<file path="src/rtl/pio_pkg.sv">
// rtl/pio_pkg.sv - shared IRQ arbiter defaults, wait FSM encoding, relative index helper
package pio_pkg;

    localparam int NUM_SM_DEFAULT  = 4;
    localparam int NUM_IRQ_DEFAULT = 8;

    typedef enum logic {
        IDLE     = 1'b0,
        WAIT_CLR = 1'b1
    } wait_state_e;

    // Relative flag number: bit2 is kept, the low two bits rotate by machine number.
    function automatic logic [2:0] rel_index(input logic [2:0] idx, input logic [1:0] sm_num);
        rel_index = {idx[2], idx[1:0] + sm_num};
    endfunction

endpackage

</file>
<file path="src/rtl/irq_wait_fsm.sv">
// rtl/irq_wait_fsm.sv - per-machine set-and-wait tracker
// Ports:
//   clk, reset       : clock, synchronous active-high reset
//   start            : accepted set-and-wait request this cycle
//   start_idx        : resolved flag number to wait on
//   irq_flags        : registered flag state from the arbiter
//   stall            : high while waiting for the latched flag to clear
module irq_wait_fsm
    import pio_pkg::*;
#(
    parameter int NUM_IRQ = NUM_IRQ_DEFAULT
) (
    input  logic               clk,
    input  logic               reset,
    input  logic               start,
    input  logic [2:0]         start_idx,
    input  logic [NUM_IRQ-1:0] irq_flags,
    output logic               stall
);

    wait_state_e state_q, state_d;
    logic [2:0]  idx_q, idx_d;

    always_comb begin
        state_d = state_q;
        idx_d   = idx_q;
        case (state_q)
            IDLE: begin
                if (start) begin
                    state_d = WAIT_CLR;
                    idx_d   = start_idx;
                end
            end
            WAIT_CLR: begin
                // Release only once the registered flag reads back as clear.
                if (!irq_flags[idx_q]) begin
                    state_d = IDLE;
                end
            end
            default: state_d = IDLE;
        endcase
    end

    always_ff @(posedge clk) begin
        if (reset) begin
            state_q <= IDLE;
            idx_q   <= '0;
        end else begin
            state_q <= state_d;
            idx_q   <= idx_d;
        end
    end

    assign stall = (state_q == WAIT_CLR);

endmodule

</file>
<file path="src/rtl/irq_arbiter.sv">
// rtl/irq_arbiter.sv - shared IRQ flag arbiter for NUM_SM state machines
// Optional feature macro: IRQ_REL_EN (relative flag addressing via irq_idx[4]).
// Ports:
//   clk, reset  : clock, synchronous active-high reset
//   irq_req     : per-machine IRQ instruction strobe
//   irq_clr     : per-machine 1 = clear, 0 = set
//   irq_wait    : per-machine set-and-wait
//   irq_idx     : per-machine 5-bit index (bit4 relative, bits2:0 flag)
//   host_clr    : host write-1-to-clear strobes
//   irq_inten   : host interrupt enable for flags 3:0
//   irq_flags   : registered flag state
//   irq_stall   : per-machine stall during set-and-wait
//   irq_out     : host interrupt
module irq_arbiter
    import pio_pkg::*;
#(
    parameter int NUM_SM  = NUM_SM_DEFAULT,
    parameter int NUM_IRQ = NUM_IRQ_DEFAULT
) (
    input  logic                clk,
    input  logic                reset,
    input  logic [NUM_SM-1:0]   irq_req,
    input  logic [NUM_SM-1:0]   irq_clr,
    input  logic [NUM_SM-1:0]   irq_wait,
    input  logic [5*NUM_SM-1:0] irq_idx,
    input  logic [NUM_IRQ-1:0]  host_clr,
    input  logic [3:0]          irq_inten,
    output logic [NUM_IRQ-1:0]  irq_flags,
    output logic [NUM_SM-1:0]   irq_stall,
    output logic                irq_out
);

    logic [NUM_IRQ-1:0] flags_q, flags_d;
    logic [NUM_IRQ-1:0] set_vec, clr_vec;
    logic [2:0]         tgt [NUM_SM];
    logic [NUM_SM-1:0]  req_live;
    logic               unused_idx_bits;

    // A stalled machine cannot issue; drop anything seen on its strobe.
    assign req_live        = irq_req & ~irq_stall;
    assign unused_idx_bits = ^irq_idx;

    always_comb begin
        for (int i = 0; i < NUM_SM; i++) begin
`ifdef IRQ_REL_EN
            tgt[i] = irq_idx[5*i+4] ? rel_index(irq_idx[5*i +: 3], 2'(i)) : irq_idx[5*i +: 3];
`else
            tgt[i] = irq_idx[5*i +: 3];
`endif
        end
    end

    // Sets and clears are OR-reduced per flag, so duplicates collapse; set dominates.
    always_comb begin
        set_vec = '0;
        clr_vec = host_clr;
        for (int i = 0; i < NUM_SM; i++) begin
            for (int j = 0; j < NUM_IRQ; j++) begin
                if (req_live[i] && (int'(tgt[i]) == j)) begin
                    if (irq_clr[i]) begin
                        clr_vec[j] = 1'b1;
                    end else begin
                        set_vec[j] = 1'b1;
                    end
                end
            end
        end
        flags_d = set_vec | (flags_q & ~clr_vec);
    end

    always_ff @(posedge clk) begin
        if (reset) begin
            flags_q <= '0;
        end else begin
            flags_q <= flags_d;
        end
    end

    for (genvar g = 0; g < NUM_SM; g++) begin : g_wait
        irq_wait_fsm #(
            .NUM_IRQ (NUM_IRQ)
        ) u_wait_fsm (
            .clk       (clk),
            .reset     (reset),
            .start     (req_live[g] & ~irq_clr[g] & irq_wait[g]),
            .start_idx (tgt[g]),
            .irq_flags (flags_q),
            .stall     (irq_stall[g])
        );
    end

    assign irq_flags = flags_q;
    assign irq_out   = |(flags_q[3:0] & irq_inten);

endmodule

</file>
<file path="config.mk">
export PLATFORM = sky130hd
export DESIGN_NAME = irq_arbiter
export DESIGN_NICKNAME = d
export VERILOG_FILES = /design/src/rtl/pio_pkg.sv /design/src/rtl/irq_wait_fsm.sv /design/src/rtl/irq_arbiter.sv
export SDC_FILE = /design/constraint.sdc
export NUM_CORES = 1
export LEC_CHECK = 0
export BUFFER_PORTS_ARGS = -buffer_cell sky130_fd_sc_hd__buf_4
export CAP_MARGIN = 10
export CORE_ASPECT_RATIO = 1.75
export CORE_MARGIN = 3
export CORE_UTILIZATION = 46
export CTS_BUF_LIST = sky130_fd_sc_hd__clkbuf_16
export CTS_CLUSTER_SIZE = 30
export DETAILED_ROUTE_END_ITERATION = 10
export MAX_ROUTING_LAYER = met4
export PLACE_DENSITY = 0.73
export SYNTH_ARGS = -nofsm -noshare
export SYNTH_HDL_FRONTEND = slang
export SYNTH_SLANG_ARGS = --single-unit
</file>
<file path="constraint.sdc">
create_clock -name clk -period 1.35 [get_ports clk]
set_input_delay 0.0675 -clock clk [delete_from_list [all_inputs] [get_ports clk]]
set_output_delay 0.0675 -clock clk [all_outputs]
set_load 0.05 [all_outputs]
</file>
==> metrics.yaml <==
status: "finished, final reports clean"
end_kind: "flip-flop"
place.gp.congestion: 0.9422
cts.sinks: 24
start_kind: "flip-flop"
num_vias: 1882
die-area_um2: 4658
synth_area_um2: 1770
cp.arrival_ps: 1460
cp_num_buf_inv: 0
path_delay_family: "multiplexers"
cts_root_buffer: "clkbuf_16"
p_per_area_nw_per_um2: 812.0
finalSetupViolations: 0
maxCapViolCount: 0
clock_latency_ps: 270
synth_seq_cells: 24
start_util_pct: 48.31
cp_max_fo: 7
synthCells: 187
routedWlPerCell_um: 19.47
wl_um: 5647
min_period_ps: 1324
portBuffers: 50
final_antenna_net_count: 0
cts_buffer_depth: 2
path_class: "flip-flop to flip-flop"
antenna_found_initial: 0
grt_pass1_vias: 1964
synth-async-reset-ratio_pct: 0
power.leakage_nw: 0.8957
grt_pass1_wl_um: 9025
die-height_um: 88.07
cts_buffers: 3
fin_skew_ps: 6.152
coreArea_um2: 3665
drive_gt1_share_pct: 40.16
yosysSeqAreaShare_pct: 27.14
hold_class: "primary input to flip-flop"
cts.clk_slew.worst_paths_ps: 60
dpl.hpwl_um: 4265
finalHoldViolations: 0
die_x_um: 52.90
drtPass1Iterations: 4
num_io_pins: 59
cts_max_level: 1
n_fill_cell: 331
overflow: 0
cts_tree: "yes"
ys_warn_count: 0
critPathMaxStageDelay_ps: 460
crit_chain: "mux4_2 > a2bb2oi_1 > a31oi_1 > nor2_1"
period_share_pct: 98.09
synth.distinct_cells: 37
drc: 0
viasPerCell: 6.490
synth_edf_count: 0
final_util_pct: 64.66
worst_pin_slew_ps: 396.6
rsz0062_at_grt: "yes"
max_freq_mhz: 755.2
antennaDiodeCount: 0
synth_fp_nets: 233
avgSynthCellArea_um2: 9.468
grt_max_degree: 33
slew_headroom_pct: 73.49
slew_viol_final: 0
fin_setup_tns_ps: 0
postCtsHoldBufs: 0
syn2layout_area_growth_pct: 33.85
critPathSlowestCell: "mux4_2"
drt_iter0_markers: 83
worstPathRequired_ps: 1490
holdWs_ps: 74.44
finalNetCount: 292
synth-main-ff-cell: "dfxtp_1"
postCtsSetupBuffers: 0
ir_worst_vdd_v: 0.0006573
row_count: 29
track_usage_pct: 27.02
-- metrics by stage --
stage	setup WS (ps)	cell area (um^2)	cells	total power (W)
floorplan	-95.53	1777	187	0.001054
finish	25.83	2370	290	0.001924
detailed placement	13.04	2263	287	0.001275
CTS	3.711	2340	290	0.001925
global route	-26.21	2370	290	0.001994
global placement	28.19	2263	287	0.001270
-- cells by family (layout without fill, tap and decap cells) --
logic type	Yosys count	after routing	share of synthesized area [%]
flops	24	24	27.14
simple gates	72	72	29.97
mux	24	24	16.40
buf+inv	15	72	4.169
compound gates	52	52	22.33
-- layout make-up --
cell class / count / area, um^2 / share of cell area, %
repair buffers: 65 / 488.0 / 20.59
clock buffers: 3 / 75.07 / 3.168
well taps: 46 / 57.56 / 2.429
inverters: 4 / 15.01 / 0.6336
multi-input cells: 148 / 1232 / 52.01
flip-flops and latches: 24 / 501.7 / 21.17
-- Yosys cell counts, types with 3 or more instances --
library cell / n / area (um^2)
mux2i_1: 20 / 200.2
a221oi_1: 3 / 26.28
nor4b_2: 3 / 45.04
nor3b_1: 8 / 60.06
a32oi_1: 3 / 26.28
dfxtp_1: 24 / 480.5
clkbuf_1: 4 / 15.01
mux4_2: 4 / 90.09
a22o_1: 3 / 26.28
buf_4: 4 / 30.03
nor2_1: 20 / 75.07
a31o_1: 3 / 26.28
a31oi_1: 4 / 25.02
nand3_1: 10 / 50.05
inv_1: 4 / 15.01
a21oi_1: 5 / 25.02
and4bb_1: 4 / 50.05
o21ai_1: 4 / 20.02
and4bb_2: 3 / 37.54
a22oi_1: 20 / 150.1
nand2_1: 4 / 15.01
nor2b_1: 8 / 50.05
-- what timing repair did --
action / 4_1_cts / 5_1_grt
pin swaps: 0 / 2
resized for setup: 1 / 12
gates cloned: 0 / 0
endpoints found under the setup margin: 1 / 9
-- routing by layer --
| layer | global-route usage (%) | up-vias | share of wire (%) |
|---|---|---|---|
| met5 | - | - | 0 |
| met3 | 3.237 | 24 | 6.8 |
| met4 | 16.51 | 0 | 4.2 |
| met2 | 46.49 | 96 | 54 |
| met1 | 28.36 | 901 | 35 |
| li1 | - | 861 | - |
-- report_power, final --
part	leakage [nW]	switching [W]	internal (W)	total, W
Combinational	0.658	0.000262	0.000230	0.000492
Clock	0.0370	0.000263	0.000393	0.000656
Sequential	0.201	0.0000419	0.000735	0.000777
-- worst min-delay path: stages --
cell	delay [ps]
buf_4	100
mux2i_1	60
nor2_1	70
-- placed cells by master (no fill, tap or decap), drive strengths merged --
master and n:
a21oi 5, a221oi 4, a22o 3, a22oi 20
a2bb2oi 2, a31o 3, a31oi 4, a32o 1
a32oi 3, a41o 1, and2 1, and3b 2
and4b 2, and4bb 7, buf 65, clkbuf 3
dfxtp 24, inv 4, mux2i 20, mux4 4
nand2 4, nand3 10, nand3b 2, nand4 1
nor2 20, nor2b 9, nor3b 8, nor4b 4
nor4bb 2, o2111ai 2, o21ai 4
-- registers in the layout, summed over array words and instances, names as in the netlist --
register	count
g_wait.u_wait_fsm.idx_q	12
irq_flags	8
g_wait.u_wait_fsm.stall	4
-- path summary, 6_finish.rpt --
path                                                                 start                                         end  slack, ps  cells past startpoint
worst max-delay path                               irq_flags[2]$_SDFF_PP0_       g_wait[0].u_wait_fsm.stall$_SDFF_PP0_         30                      4
worst min-delay path                                            irq_idx[7]  g_wait[1].u_wait_fsm.idx_q[2]$_SDFFE_PP0P_         70                      3
worst max register to register                     irq_flags[2]$_SDFF_PP0_       g_wait[0].u_wait_fsm.stall$_SDFF_PP0_         30                      4
worst min register to register  g_wait[0].u_wait_fsm.idx_q[2]$_SDFFE_PP0P_  g_wait[0].u_wait_fsm.idx_q[2]$_SDFFE_PP0P_        560                      2
Power figures use the tool's default switching activity.
